<file path="src/rtl/mips_exec_unit.sv">
// MIPS execute stage: ALU, branch condition/target and jump target. Optional macro EXEC_OVF_TRAP_EN holds out_val on overflow.
// Latency: one cycle; every output is registered on the rising clock edge.
// Backpressure: none; enable=0 freezes all output registers, nop=1 inserts a bubble.
module mips_exec_unit (
  input  logic        clock,
  input  logic        reset_n,
  input  logic        enable,
  input  logic        nop,
  input  logic [5:0]  alu_op,
  input  logic [4:0]  sa,
  input  logic [15:0] im,
  input  logic        sign_x,
  input  logic        mem_op,
  input  logic        br,
  input  logic        jp,
  input  logic        g_t,
  input  logic        link,
  input  logic [31:0] in_s1,
  input  logic [31:0] in_s2,
  input  logic [15:0] offset,
  input  logic [25:0] instr_idx,
  input  logic [31:0] pc,
  output logic [31:0] out_val,
  output logic [31:0] out_pc,
  output logic        zero,
  output logic        ovf
);

  logic [31:0] out_val_q, out_val_d;
  logic [31:0] out_pc_q, out_pc_d;
  logic        zero_q, zero_d;
  logic        ovf_q, ovf_d;

  logic [31:0] pc_plus4, imm_sx, opb, sum, diff, alu_res, br_target, jmp_target;
  logic        alu_ovf, add_ovf, sub_ovf, cond, taken;

  // ALU datapath, branch evaluation and next-PC selection
  always_comb begin
    pc_plus4 = pc + 32'd4;
    imm_sx   = {{16{im[15]}}, im};
    // opcodes 0x38..0x3F take the extended immediate as second operand
    opb      = (alu_op[5:3] == 3'b111) ? (sign_x ? imm_sx : {16'h0000, im}) : in_s2;
    sum      = in_s1 + opb;
    diff     = in_s1 - opb;
    add_ovf  = (in_s1[31] == opb[31]) && (sum[31] != in_s1[31]);
    sub_ovf  = (in_s1[31] != opb[31]) && (diff[31] != in_s1[31]);

    alu_res = 32'h0;
    alu_ovf = 1'b0;
    case (alu_op)
      6'h20, 6'h38: begin alu_res = sum; alu_ovf = add_ovf; end
      6'h21, 6'h39: alu_res = sum;
      6'h22:        begin alu_res = diff; alu_ovf = sub_ovf; end
      6'h23:        alu_res = diff;
      6'h24, 6'h3C: alu_res = in_s1 & opb;
      6'h25, 6'h3D: alu_res = in_s1 | opb;
      6'h26, 6'h3E: alu_res = in_s1 ^ opb;
      6'h27:        alu_res = ~(in_s1 | opb);
      6'h2A, 6'h3A: alu_res = {31'd0, $signed(in_s1) < $signed(opb)};
      6'h2B, 6'h3B: alu_res = {31'd0, in_s1 < opb};
      6'h00:        alu_res = in_s2 << sa;
      6'h02:        alu_res = in_s2 >> sa;
      6'h03:        alu_res = 32'($signed(in_s2) >>> sa);
      6'h04:        alu_res = in_s2 << in_s1[4:0];
      6'h06:        alu_res = in_s2 >> in_s1[4:0];
      6'h07:        alu_res = 32'($signed(in_s2) >>> in_s1[4:0]);
      6'h3F:        alu_res = {im, 16'h0000};
      default:      alu_res = 32'h0;
    endcase
    // effective-address mode always sign-extends and never reports overflow
    if (mem_op) begin
      alu_res = in_s1 + imm_sx;
      alu_ovf = 1'b0;
    end

    case (alu_op)
      6'h04:   cond = (in_s1 == in_s2);
      6'h05:   cond = (in_s1 != in_s2);
      6'h06:   cond = in_s1[31] || (in_s1 == 32'h0);
      6'h07:   cond = !in_s1[31] && (in_s1 != 32'h0);
      6'h01:   cond = g_t ? !in_s1[31] : in_s1[31];
      default: cond = 1'b0;
    endcase
    taken     = br && cond;
    br_target = pc_plus4 + {{14{offset[15]}}, offset, 2'b00};

    case (alu_op)
      6'h02, 6'h03: jmp_target = {pc_plus4[31:28], instr_idx, 2'b00};
      6'h08, 6'h09: jmp_target = in_s1;
      default:      jmp_target = pc_plus4;
    endcase

    out_val_d = out_val_q;
    out_pc_d  = out_pc_q;
    zero_d    = zero_q;
    ovf_d     = ovf_q;
    if (enable) begin
      if (nop) begin
        out_val_d = 32'h0;
        out_pc_d  = pc_plus4;
        zero_d    = 1'b0;
        ovf_d     = 1'b0;
      end else begin
        zero_d    = taken;
        ovf_d     = alu_ovf;
        out_pc_d  = taken ? br_target : (jp ? jmp_target : pc_plus4);
        out_val_d = link ? pc_plus4 : alu_res;
`ifdef EXEC_OVF_TRAP_EN
        // trapping overflow leaves the previous result in place
        if (alu_ovf) out_val_d = out_val_q;
`endif
      end
    end
  end

  // output registers with asynchronous clear
  always_ff @(posedge clock or negedge reset_n) begin
    if (!reset_n) begin
      out_val_q <= 32'h0;
      out_pc_q  <= 32'h0;
      zero_q    <= 1'b0;
      ovf_q     <= 1'b0;
    end else begin
      out_val_q <= out_val_d;
      out_pc_q  <= out_pc_d;
      zero_q    <= zero_d;
      ovf_q     <= ovf_d;
    end
  end

  assign out_val = out_val_q;
  assign out_pc  = out_pc_q;
  assign zero    = zero_q;
  assign ovf     = ovf_q;

endmodule

</file>
<file path="config.mk">
export PLATFORM = sky130hd
export DESIGN_NAME = mips_exec_unit
export DESIGN_NICKNAME = d
export VERILOG_FILES = /design/src/rtl/mips_exec_unit.sv
export SDC_FILE = /design/constraint.sdc
export NUM_CORES = 1
export LEC_CHECK = 0
export BUFFER_PORTS_ARGS = -buffer_cell sky130_fd_sc_hd__clkbuf_2
export CAP_MARGIN = 10
export CELL_PAD_IN_SITES_DETAIL_PLACEMENT = 0
export CELL_PAD_IN_SITES_GLOBAL_PLACEMENT = 1
export CORE_MARGIN = 10
export CORE_UTILIZATION = 30
export DETAILED_ROUTE_END_ITERATION = 10
export PLACE_DENSITY_LB_ADDON = 0.1
export SLEW_MARGIN = 30
export SYNTH_ARGS = -nofsm -noshare
export SYNTH_HDL_FRONTEND = slang
export SYNTH_SLANG_ARGS = --single-unit
</file>
<file path="constraint.sdc">
create_clock -name clock -period 3.29 [get_ports clock]
set_input_delay 0 -clock clock [delete_from_list [all_inputs] [get_ports clock]]
set_output_delay 0 -clock clock [all_outputs]
set_load 0.05 [all_outputs]
</file>
# Word level (Yosys, flattened, before mapping)
# Cells that the tools add are included.
# W data, S select, Z words.
# classes
n_lt_le_gt_ge	2
eq_ne	34
n_reduce_logical	19
addsub	5
shifts	6
mux	16
bitwise	4
# op_table
operator	count
$pmux W32 S15	1
$mux W32	8
$eq A6 B6 Y1 const B	18
$add A32 B32 Y32	3
$lt A32 B32 Y1	2
$pmux W32 S2	1
$shl A32 B5 Y32	2
$shr A32 B5 Y32	2
$sshr A32 B5 Y32	2
$add A32 B3 Y32 const B	1
$and A32 B32 Y32	1
$eq A32 B32 Y1	1
$logic_not A32 Y1	1
$ne A32 B32 Y1	1
$not A32 Y32	1
$or A32 B32 Y32	1
$reduce_bool A32 Y1	1
$sub A32 B32 Y32	1
$xor A32 B32 Y32	1
$eq A6 B3 Y1 const B	4
$reduce_or A2 Y1	9
$eq A6 B2 Y1 const B	2
$eq A6 B4 Y1 const B	2
$eq A6 B1 Y1 const B	1
other kinds (11)	19
# totals
output_inout_bits	66
elab_cells	90
inputBits	175
ff_bits	66

# Logic depth before layout (Yosys ltp)
# depth
depth_word	8
depth_mapped	19
ltp_nobuf	18

# Worst setup path before layout
# OpenSTA, ideal clock, no wires.
# synth_path
kind	input port to flip-flop
from	in alu_op[3]
to	reg out_val_q[25] (netlist: out_val[25])
arrival_ps	4375
setup_slack_ps	-1174
stages	17
n_path_buf	4
cell_sequence	clkbuf_1 -> and3_1 -> clkbuf_1 -> clkbuf_1 -> mux2_2 -> inv_1 -> ha_1 -> clkbuf_1 -> or3_1 -> a2111oi_0 -> o2111ai_1 -> a2111o_1 -> a211oi_1 -> mux2_2 -> o22ai_1 -> o21ai_0 -> a22oi_1
# synth_via
elab_chain_len	8
elab_cells_between_ends	43
classes_between	add/sub (2); eq/ne (24); mux (5); bitwise (4); reduce/logical (8)
# synth_lines
element	line	source
from (decl)	9	input logic [5:0] alu_op,
branches (longest 4 deep; another with $sub A32 B32 Y32)	n/a	
$pmux W32 S15 (*)	50	case (alu_op)
$mux W32 (*)	71	if (mem_op) begin
$mux W32 (*)	107	out_val_d = link ? pc_plus4 : alu_res;
$mux W32 (*)	98	if (nop) begin
to (signal assigned)	124	out_val_q <= out_val_d;
to (decl)	29	logic [31:0] out_val_q, out_val_d;
# Every way passes the cells marked *.
# A chain may end at the register's enable or synchronous reset.

# Final worst setup path
# layout_path
from	in alu_op[3]
to	reg out_val_q[30] (netlist: out_val[30])
# Same word-level chain as after synthesis.

==> flow_summary.ini <==
[finish]
layout_common_cells = buf_4, nand2_1, clkbuf_2
final_common_cell = buf_4
drive_above_1_share = 0.416
syn_to_final_growth_pct = 55.5
post-route-cell-area_um2 = 30000
final_cell_count_no_fill = 4446
layout.nets = 3937

[setup_path]
start_kind = primary input
criticalPathCategory = primary input to flip-flop
critical_path_peak_fanout = 4
cp.arrival_ps = 3870
crit_required_ps = 3550
cp-end-kind = flip-flop

[clock_network]
numCtsBuffers = 9
cts_root_buf = clkbuf_16
htree_levels = 3
cts_buffer_depth = 2
cts_tree = built
cts.sinks = 66
path_clk_slew_ps = 80
clk_latency_ps = 360

[power_and_ir_drop]
vdd_ir_drop_max_uv = 278
power_density_nw_per_um2 = 263
leakagePower_uw = 0.0139

[synth]
async_flop_share = 1.00
synth_ff_type = dfrtp_1
synth_warnings = 0
postSynthAreaPerCell_um2 = 7.40
ys_seq_area_frac = 0.0855
synth_edf_count = 0
synth_cells = 2610
syn-num-nets = 2953
ys_seq_elements = 66
syn_area_um2 = 19300
yosysUniqueCellTypes = 89

[timing]
rsz0062_at_grt = true
skew_ps = 0
hold_violations = 0
slew_violations = 0
max_freq_mhz = 277
min_period_ps = 3610
setup_violations = 19
slew_headroom = 0.416
fin_crit_sh = 1.10
fin_ws_ps = -320
worst_pin_slew_ps = 876
finalSetupTns_ps = -3410

[place]
place_inst = 4382
port_buffers = 240
place.gp.congestion = 1.11
dp_hpwl_mm = 118
placed_area_um2 = 28000

[job]
drv_cap = 0

[global_route]
antenna_found_initial = 2
grt_pass1_vias = 26192
grt_max_degree = 50
grt.overflow.total = 0
grt_util_all_layers = 0.359
grt_pass1_wl_mm = 195

[floorplanning]
io_pins = 241
initial_core_util = 0.304
die_x_um = 274
coreArea_um2 = 63400
die-height_um = 274
num_rows = 92
die_area_um2 = 74900

[route]
drcViolationCount = 0
wl_per_cell_um = 31.7
wl_mm = 141
first_iter_violations = 2933
vias_per_cell = 6.07
firstDrtPassIters = 7
postRouteAntennaNets = 0
route.vias.total = 26967

[outcome]
violations = negative setup slack
status = complete, but fails checks

[worst_hold_path]
min-delay-path-class = primary input to flip-flop
-- stage by stage --
stage                     power (uW)  utilization  setup slack, ps  hold WS, ps
after global placement          6270        0.441             -764          137
after CTS                       7550        0.458             -279         36.0
after global routing            8190        0.473             -349         77.1
final                           7900        0.473             -320         28.3
after floorplan                 3580            -             -390         -296
after detailed placement        6290        0.441             -834          136
-- synthesized netlist by cell type, drive strengths merged (8+ instances only) --
cell,number,area share
ha,164,0.11
a221oi,39,0.018
a2111oi,11,0.0053
nor2b,33,0.011
nor4,29,0.0094
a21oi,211,0.055
a21boi,12,0.0047
o221ai,19,0.0086
a31oi,36,0.012
a211oi,41,0.016
nor2,193,0.039
nand2b,25,0.0081
o21ai,164,0.043
nand3,60,0.016
nand4,31,0.010
clkbuf,164,0.032
o22ai,20,0.0065
o2111ai,13,0.0059
nor3,40,0.010
a32oi,14,0.0064
a221o,21,0.011
a22o,10,0.0045
and2,10,0.0032
a211o,10,0.0045
mux2,36,0.021
o21bai,17,0.0066
and3,22,0.0071
xor2,59,0.027
buf,38,0.011
a222oi,16,0.0083
nand2,262,0.051
a21o,40,0.016
dfrtp,66,0.086
or3,18,0.0058
o21a,43,0.017
o31ai,10,0.0039
a22oi,25,0.0097
mux2i,179,0.094
mux4,56,0.065
o211ai,36,0.014
xnor2,70,0.032
inv,130,0.025
o2bb2ai,8,0.0036
a311oi,10,0.0045
-- repair_timing --
| action | in CTS | in global routing |
|---|---|---|
| setup buffers | 22 | 19 |
| resized for setup | 113 | 177 |
| endpoints found under the hold margin | 53 | 0 |
| setup endpoints to repair | 50 | 42 |
| pin swaps | 43 | 90 |
| hold buffers | 5 | 0 |
| gates cloned | 1 | 0 |
-- cells by family after synthesis --
kind of cell,after synthesis,share of synthesized area
buf+inv,334,0.0687
xor+xnor,129,0.0585
flops,66,0.0855
fa+ha+maj,168,0.110
simple gates,755,0.183
compound gates,887,0.313
mux,271,0.180
-- layer usage --
| metal | part of all wire | up-vias | GRT usage |
|---|---|---|---|
| li1 | - | 11837 | - |
| met1 | 0.41 | 13352 | 0.455 |
| met2 | 0.45 | 1460 | 0.588 |
| met3 | 0.078 | 318 | 0.0556 |
| met4 | 0.058 | 0 | 0.167 |
| met5 | 0 | - | 0 |
-- worst max-delay path, cell delays in order --
cell,delay (ps)
buf_6,70
and3_4,310
buf_12,150
buf_6,90
mux2_4,310
ha_4,170
fa_2,360
o21ba_4,210
or4_4,500
nand4b_1,130
nand2_2,110
o21a_4,250
a211oi_2,180
buf_4,150
o21a_1,120
mux2i_1,210
nand4_1,190
a221o_1,330
-- registers in the layout (all words and copies together), names as in the netlist --
name     cells
out_pc      32
out_val     32
ovf          1
zero         1
-- power by group --
| part | switching [uW] | total, uW | internal (uW) |
|---|---|---|---|
| sequential | 72.1 | 963 | 891 |
| combinational | 3360 | 5850 | 2490 |
| clock | 499 | 1090 | 592 |
-- cell type report --
| type | instances | area (um2) |
|---|---|---|
| Fill cell | 6430 | 33400 |
| Multi-Input combinational cell | 2210 | 17700 |
| Timing Repair Buffer | 1175 | 8790 |
| Sequential cell | 66 | 1650 |
| Tap cell | 846 | 1060 |
| Inverter | 132 | 505 |
| Clock buffer | 12 | 236 |
| Clock inverter | 4 | 52.6 |
| Antenna cell | 1 | 2.50 |
-- worst paths after layout --
check,startpoint,endpoint,slack (ps),depth (start not counted)
worst min-delay path,pc[2],out_pc[2],30,5
worst max register to register,out_val[2],out_val[2],1070,7
min in group asynchronous,reset_n,out_pc[10],260,2
max in group asynchronous,reset_n,out_val[17],2140,3
worst min register to register,out_pc[16],out_pc[16],480,1
worst max-delay path,alu_op[3],out_val[30],-320,18
No activity file was read; power rests on OpenSTA's default activity.
